File: src/rtl/mem_bus_arbiter_pkg.sv
// Shared types for the external SRAM bus arbiter: FSM encoding, wait counter width,
// and the id width helper used by the arbiter and its round-robin picker.
package mem_bus_arbiter_pkg;

  localparam int CNT_W = 4;

  typedef enum logic [1:0] {
    ST_IDLE   = 2'd0,
    ST_ACCESS = 2'd1,
    ST_DONE   = 2'd2
  } state_t;

  function automatic int id_width(input int n);
    return (n > 1) ? $clog2(n) : 1;
  endfunction

endpackage

File: src/rtl/mem_bus_arbiter_rr_picker.sv
// Combinational round-robin picker: first set req bit at or after ptr, wrapping.
// Zero latency; no flow control, grant is all-zero when req is empty.
module rr_priority_picker
  import mem_bus_arbiter_pkg::*;
#(
  parameter int NUM_REQ = 2,
  parameter int ID_W    = id_width(NUM_REQ)
) (
  input  logic [NUM_REQ-1:0] req,
  input  logic [ID_W-1:0]    ptr,
  output logic [NUM_REQ-1:0] grant,
  output logic [ID_W-1:0]    id
);

  logic [ID_W-1:0] scan_idx;
  logic            found;

  always_comb begin
    grant    = '0;
    id       = '0;
    found    = 1'b0;
    scan_idx = '0;
    for (int off = 0; off < NUM_REQ; off++) begin
      scan_idx = ID_W'((int'(ptr) + off) % NUM_REQ);
      if (!found && req[scan_idx]) begin
        found           = 1'b1;
        grant[scan_idx] = 1'b1;
        id              = scan_idx;
      end
    end
  end

endmodule

File: src/rtl/mem_bus_arbiter.sv
// Round-robin SRAM bus sequencer: ack arrives WAIT_STATES+2 edges after the grant edge,
// one access per WAIT_STATES+3 cycles; requesters hold req until ack, a DONE cycle turns the bus around.
module mem_bus_arbiter
  import mem_bus_arbiter_pkg::*;
#(
  parameter int NUM_REQ     = 2,
  parameter int ADDR_WIDTH  = 16,
  parameter int DATA_WIDTH  = 8,
  parameter int WAIT_STATES = 1
) (
  input  logic                             clk,
  input  logic                             reset,
  input  logic [NUM_REQ-1:0]               req,
  input  logic [NUM_REQ-1:0]               wr,
  input  logic [NUM_REQ*ADDR_WIDTH-1:0]    addr,
  input  logic [NUM_REQ*DATA_WIDTH-1:0]    wdata,
  output logic [NUM_REQ-1:0]               ack,
  output logic [DATA_WIDTH-1:0]            rdata,
  output logic                             busy,
  output logic [ADDR_WIDTH-1:0]            mem_addr,
  output logic [DATA_WIDTH-1:0]            mem_wdata,
  input  logic [DATA_WIDTH-1:0]            mem_rdata,
  output logic                             mem_sel_in,
  output logic                             mem_ce_n,
  output logic                             mem_oe_n,
  output logic                             mem_we_n
);

  localparam int ID_W = id_width(NUM_REQ);

  state_t               state;
  logic [CNT_W-1:0]     cnt;
  logic [ID_W-1:0]      ptr;
  logic [ID_W-1:0]      gnt_id;
  logic [NUM_REQ-1:0]   gnt_oh;
  logic                 gnt_wr;

  logic [NUM_REQ-1:0]   pick_oh;
  logic [ID_W-1:0]      pick_id;
  logic [ADDR_WIDTH-1:0] addr_arr  [NUM_REQ];
  logic [DATA_WIDTH-1:0] wdata_arr [NUM_REQ];

  for (genvar g = 0; g < NUM_REQ; g++) begin : g_unpack
    assign addr_arr[g]  = addr[g*ADDR_WIDTH +: ADDR_WIDTH];
    assign wdata_arr[g] = wdata[g*DATA_WIDTH +: DATA_WIDTH];
  end

  rr_priority_picker #(
    .NUM_REQ (NUM_REQ),
    .ID_W    (ID_W)
  ) u_picker (
    .req   (req),
    .ptr   (ptr),
    .grant (pick_oh),
    .id    (pick_id)
  );

  always_ff @(posedge clk) begin
    if (reset) begin
      state      <= ST_IDLE;
      cnt        <= '0;
      ptr        <= '0;
      gnt_id     <= '0;
      gnt_oh     <= '0;
      gnt_wr     <= 1'b0;
      ack        <= '0;
      rdata      <= '0;
      busy       <= 1'b0;
      mem_addr   <= '0;
      mem_wdata  <= '0;
      mem_sel_in <= 1'b1;
      mem_ce_n   <= 1'b1;
      mem_oe_n   <= 1'b1;
      mem_we_n   <= 1'b1;
    end else begin
      case (state)
        ST_IDLE: begin
          if (|req) begin
            // Strobes are set up here so they are already valid in the first ACCESS cycle.
            state    <= ST_ACCESS;
            busy     <= 1'b1;
            gnt_id   <= pick_id;
            gnt_oh   <= pick_oh;
            gnt_wr   <= wr[pick_id];
            cnt      <= CNT_W'(WAIT_STATES);
            mem_addr <= addr_arr[pick_id];
            mem_ce_n <= 1'b0;
            if (wr[pick_id]) begin
              mem_we_n   <= 1'b0;
              mem_sel_in <= 1'b0;
              mem_wdata  <= wdata_arr[pick_id];
            end else begin
              mem_oe_n <= 1'b0;
            end
          end
        end

        ST_ACCESS: begin
          if (cnt == '0) begin
            if (!gnt_wr) begin
              rdata <= mem_rdata;
            end
            mem_ce_n   <= 1'b1;
            mem_oe_n   <= 1'b1;
            mem_we_n   <= 1'b1;
            mem_sel_in <= 1'b1;
            ack        <= gnt_oh;
            state      <= ST_DONE;
          end else begin
            cnt <= cnt - 1'b1;
          end
        end

        ST_DONE: begin
          ack   <= '0;
          busy  <= 1'b0;
          ptr   <= (gnt_id == ID_W'(NUM_REQ - 1)) ? '0 : gnt_id + 1'b1;
          state <= ST_IDLE;
        end

        default: begin
          state <= ST_IDLE;
        end
      endcase
    end
  end

endmodule

File: config.mk
export PLATFORM = sky130hd
export DESIGN_NAME = mem_bus_arbiter
export DESIGN_NICKNAME = d
export VERILOG_FILES = /design/src/rtl/mem_bus_arbiter_pkg.sv /design/src/rtl/mem_bus_arbiter_rr_picker.sv /design/src/rtl/mem_bus_arbiter.sv
export SDC_FILE = /design/constraint.sdc
export NUM_CORES = 1
export LEC_CHECK = 0
export ABC_AREA = 1
export CAP_MARGIN = 5
export CORE_UTILIZATION = 45
export CTS_BUF_LIST = sky130_fd_sc_hd__clkbuf_8
export CTS_CLUSTER_SIZE = 24
export DETAILED_ROUTE_END_ITERATION = 8
export GPL_ROUTABILITY_DRIVEN = 0
export HOLD_SLACK_MARGIN = 0.03
export PLACE_DENSITY = 0.94
export RECOVER_POWER = 50
export SYNTH_ARGS = -nofsm -noshare
export SYNTH_HDL_FRONTEND = slang
export SYNTH_SLANG_ARGS = --single-unit
File: constraint.sdc
create_clock -name clk -period 3.53 [get_ports clk]
set_input_delay 0.706 -clock clk [delete_from_list [all_inputs] [get_ports clk]]
set_output_delay 0.706 -clock clk [all_outputs]
set_load 0.005 [all_outputs]
## Word-level counts from Yosys, hierarchy flattened

Index checks and enable logic that the tools add are counted.

| operators by class | value |
|---|---|
| mux-type cells | 41 |
| shifts and indexed selects | 0 |
| multipliers | 0 |
| equality and inequality tests | 7 |
| divide/modulo/power cells | 0 |
| reduce and logical (&&, ||, !) cells | 20 |
| bitwise gates (word level) | 3 |
| $add $sub $neg | 3 |
| magnitude comparators | 6 |

Operators with widths:

| operator | number |
|---|---|
| 16-bit two-way mux | 3 |
| 8-bit two-way mux | 3 |
| 1-bit two-way mux | 19 |
| 3-bit AND reduction | 4 |
| 2-bit two-way mux | 5 |
| 2-bit inequality test (second input constant) | 5 |
| 4-bit two-way mux | 2 |
| 1-bit case mux with 2 select lines | 4 |
| 2-bit case mux with 2 select lines | 2 |
| 4-bit case mux with 2 select lines | 1 |
| 2-bit AND reduction | 4 |
| 4-bit AND reduction | 2 |
| 1-bit by 2-bit less-than comparator with 1-bit output (second input constant) | 3 |
| 2-bit nonzero test | 3 |
| 4-bit zero test | 1 |
| 4-bit by 1-bit subtractor with 4-bit output (second input constant) | 1 |
| 1-bit logical AND | 3 |
| 1-bit adder (second input constant) | 2 |
| 1-bit demux with 1-bit select | 2 |
| 2-bit by 1-bit equality test with 1-bit output (second input constant) | 1 |
| 2-bit equality test (second input constant) | 1 |
| 1-bit greater-or-equal comparator (second input constant) | 2 |
| 2-bit greater-or-equal comparator (second input constant) | 1 |
| 2-bit zero test | 1 |
| 5 further kinds | 5 |

| storage, ports and cells | value |
|---|---|
| memories | 0 |
| bits in latches | 0 |
| RAM bits | 0 |
| ROM bits | 0 |
| word-level logic and storage cells | 94 |
| output and inout port bits | 39 |
| bits in registers | 49 |
| bits of input ports | 62 |

## Logic depth before layout (Yosys ltp)

| logic depth | value |
|---|---|
| word-level depth | 11 |
| depth in mapped cells | 9 |
| mapped depth without buffers | 9 |

## Cells and area by module

A second synthesis with hierarchy kept.

| second synthesis, totals | value |
|---|---|
| cell total of the unflattened synthesis | 316 |
| area, all modules | 2334.7 um^2 |

Modules (own cells, without submodules):

| module | sequential area each (um^2) | area an instance (um^2) | times used | cells an instance |
|---|---|---|---|---|
| mem_bus_arbiter | 980.9 | 2311.0 | 1 | 310 |
| rr_priority_picker | 0.0 | 23.8 | 1 | 6 |

## Worst setup path before layout

Ideal clock, no wire load.

| timing path | value |
|---|---|
| path kind | input-to-reg |
| start point | input port req[0] |
| end point | register cnt[1] |
| required time | 3.443 ns |
| library setup time | 0.087 ns |
| buffers on the path | 1 |
| data arrival time | 1.415 ns |
| path slack | 2.028 ns |
| stages on the path | 6 |
| path through | nor2_1 > nor2_4 > nor2_2 > buf_2 > nand3_1 > o31ai_1 |

| between the ends | value |
|---|---|
| longest elaborated chain between the ends | 3 |

RTL lines:

| what | RTL line | text |
|---|---|---|
| start, declared | mem_bus_arbiter.sv:13 | `input logic [NUM_REQ-1:0] req,` |
| 2-bit OR reduction | mem_bus_arbiter.sv:78 | `if (\|req) begin` |
| 2-bit inequality test (no source line) | n/a |  |
| 3-bit AND reduction (no source line) | n/a |  |
| end signal, assigned | mem_bus_arbiter.sv:85 | `cnt <= CNT_W'(WAIT_STATES);` |
| end signal, assigned | mem_bus_arbiter.sv:110 | `cnt <= cnt - 1'b1;` |
| end, declared | mem_bus_arbiter.sv:32 | `logic [CNT_W-1:0] cnt;` |

No other way between the ends.
A chain may end at the register's enable or synchronous reset.

## Worst setup path in the final report

| timing path | value |
|---|---|
| start point | input port req[1] |
| end point | register mem_addr[4] |

| between the ends | value |
|---|---|
| longest elaborated chain between the ends | 10 |
| elaborated cells on any way between the ends | 15 |
| those cells by class | mux (10); bitwise (1); reduce/logical (4) |

RTL lines:

| what | RTL line | text |
|---|---|---|
| 1-bit two-way mux (implied by the code) (2 in series) | mem_bus_arbiter_rr_picker.sv:25 | `if (!found && req[scan_idx]) begin` |
| 1-bit two-way mux | mem_bus_arbiter_rr_picker.sv:25 |  |
| 1-bit zero test | mem_bus_arbiter_rr_picker.sv:25 |  |
| 1-bit logical AND | mem_bus_arbiter_rr_picker.sv:25 |  |
| 1-bit two-way mux | mem_bus_arbiter_rr_picker.sv:25 |  |
| 1-bit NOT with 2-bit output (implied by the code) | mem_bus_arbiter.sv:86 | `mem_addr <= addr_arr[pick_id];` |
| 16-bit two-way mux (implied by the code) (3 in series) | mem_bus_arbiter.sv:86 |  |
| end signal, assigned | mem_bus_arbiter.sv:86 |  |
| end, declared | mem_bus_arbiter.sv:20 | `output logic [ADDR_WIDTH-1:0] mem_addr,` |

Parallel ways exist; a longest one is shown, timed or not. The select of a mux whose other input is x is not followed.

==> results.cfg <==
[global_route]
antenna_found_initial = 0
track_usage_pct = 23.2
grt_max_degree = 28
grt_pass1_vias = 2272
grt.overflow.total = 0
grt_pass1_wl_um = 9270

[power_and_ir_drop]
pwr-share-clk_pct = 29.6
p_int_uw = 1140
p_switching_uw = 451
swShare_pct = 28.3
pwr-share-seq_pct = 42.7
p_per_area_nw_per_um2 = 489
finalPower_uw = 1590
p_leak_uw = 0.00151
vdd_drop_max_mv = 0.289
combPwrFrac_pct = 27.8

[clock_network]
hold_buffers = 0
ctsResizeCount = 0
root_buffer = clkbuf_8
numCtsBuffers = 5
post-cts-setup-buffers = 0
cts_sinks = 49
h-tree-depth = 2
clk_pin_slew_ns = 0.09
cts_tree = built
ctsLongestPathBuffers = 2
clock_latency_ns = 0.30

[timing]
period_minus_slack_ns = 2.66
final.period_utilization_pct = 75.3
fmax_mhz = 376
worst_slew_pin_slew_ns = 1.07
final-hold-violation-count = 0
slew_headroom_pct = 28.3
drv_slew = 0
finClkSkew_ns = 0.0103
hold_ws_ns = 0.443
setup_violations = 0
fin_tns_setup_ns = 0
rsz0062_at_grt = no

[critical_path]
path_buf_inv = 1
critPathMaxFanout = 17
crit_type = input pin to register
cp_top_family = simple AND/OR/NAND/NOR gates
crit_path_max_incr_delay_ns = 0.88
crit_slowest_cell = nor2_1
end_kind = register
path_common_cell = o21ai_0
crit_path_start_kind = input pin
path_cells = dlygate4sd3_1 > o21ai_0 > nor2_1 > o21ai_0 > o21ai_1
cp.required_ns = 3.76
arrival_ns = 2.89

[die]
start_util_pct = 47.9
die_y_um = 70.8
placementRows = 24
core-area_sq_um = 4440
fp.dieArea_sq_um = 5010
ios = 101
dieWidth_um = 70.8

[yosys]
netlist_instances = 307
syn_nets = 371
syn_area_sq_um = 2130
seq_area_frac_synth_pct = 46.0
synth-compound-area-share_pct = 11.1
synth-xor-area-share_pct = 0
ys_types = 21
synth_area_leader_cell = dfxtp_1
synth_top_area_share_pct = 46.0
synth_area_leaders = dfxtp_1, nand2_1, nor2_1
synth-simple-area-share_pct = 34.2
syn_avg_cell_area_sq_um = 6.94
synth_top_family_by_area = simple AND/OR/NAND/NOR gates
synth.mux.area_fraction_pct = 0
synth_fa_ha_area_share_pct = 1.17
synth-seq-cells = 49
ys_warn_count = 0

[finish]
drive_gt1_share_pct = 5.69
nets = 467
n_antenna_cell = 0
syn_to_final_growth_pct = 52.6

[drt]
wl_um = 5440
wl_per_cell_um = 11.9
drc_errors = 6
firstDrtPassIters = 8
viasPerCell = 4.93
vias = 2248
drt_iter0_drc = 114
detail-route-antenna-nets = 0

[status]
violations = DRC
status = complete, but fails checks

[min_path]
hold_path_class = register to register

[run]
max_cap_viol_count = 0

[placement]
portBuffers = 100
dpl.hpwl_um = 4000
[layer usage]
metal / global-route usage (%) / up-vias / part of all wire, %
met2: 43.2 / 83 / 50
met4: 8.00 / 0 / 1.2
met1: 24.0 / 1007 / 41
li1: - / 1148 / -
met5: 0 / - / 0
met3: 8.12 / 10 / 7.6
[path summary, 6_finish.rpt]
kind	depth (start not counted)	to	start	slack [ns]
worst max-delay path	5	mem_addr[4]	req[1]	0.87
worst min-delay path	1	ptr	gnt_id	0.44
worst max register to register	5	mem_addr[4]	state[0]	1.35
worst min register to register	1	ptr	gnt_id	0.44
[registers in the layout, indices dropped and copies added (netlist names)]
name       flops
gnt_id         1
mem_oe_n       1
cnt            4
mem_ce_n       1
state          2
mem_we_n       1
gnt_wr         1
busy           1
gnt_oh         2
ptr            1
mem_wdata      8
rdata          8
mem_addr      16
ack            2
[power groups by stage]
stage,combinational (uW),sequential [uW],clock [uW]
2_1_floorplan,225,695,0
3_3_place_gp,454,691,0
3_5_place_dp,467,694,0
4_1_cts,470,681,472
5_1_grt,497,688,496
6_report,442,679,470
[cells in the mapped netlist (all sizes together)]
master	instances
o21ai	40
o31ai	1
buf	11
nand3	12
inv	24
ha	2
nand2	103
dfxtp	49
a21oi	5
nor2	58
nor3	2
[placed cells by master (no fill, tap or decap)]
cell             instances
nand2_4                  1
a21oi_1                  5
inv_2                    6
nand2_2                  4
o21ai_0                 18
clkdlybuf4s50_1         61
nor3_1                   2
clkbuf_8                 5
bufinv_16                2
nor2_2                   1
nor2_1                  55
nand3_4                  1
o31ai_1                  1
dfxtp_1                 49
clkinv_2                 1
inv_1                   18
dlygate4sd3_1           39
nor2_4                   2
nand3_1                 11
ha_1                     2
o21ai_1                 22
nand2_1                 98
[kinds of logic (layout without fill, tap and decap cells)]
group,after synthesis,after routing
compound gates,46,46
fa+ha+maj,2,2
buf+inv,35,132
flops,49,49
simple gates,175,175
[per-stage QoR]
stage               utilization [%]  instances  cell area (sq um)  worst slack (ns)
finish                         73.1        456               3250             0.871
global route                   73.1        456               3250             0.678
CTS                            73.4        456               3260              1.26
detailed placement             70.4        448               3130             0.938
global placement               70.4        448               3130              1.03
floorplan                         -        307               2130              2.03
[area by class of cell]
cell class / count / area (sq um)
clock buffers: 5 / 68.8
well taps: 52 / 65.1
fillers: 356 / 1190
inverters: 24 / 90.1
multi-input cells: 223 / 980
repair buffers: 100 / 1000
flip-flops and latches: 49 / 981
clock inverters: 3 / 65.1
(Power assumes the default switching activity.)
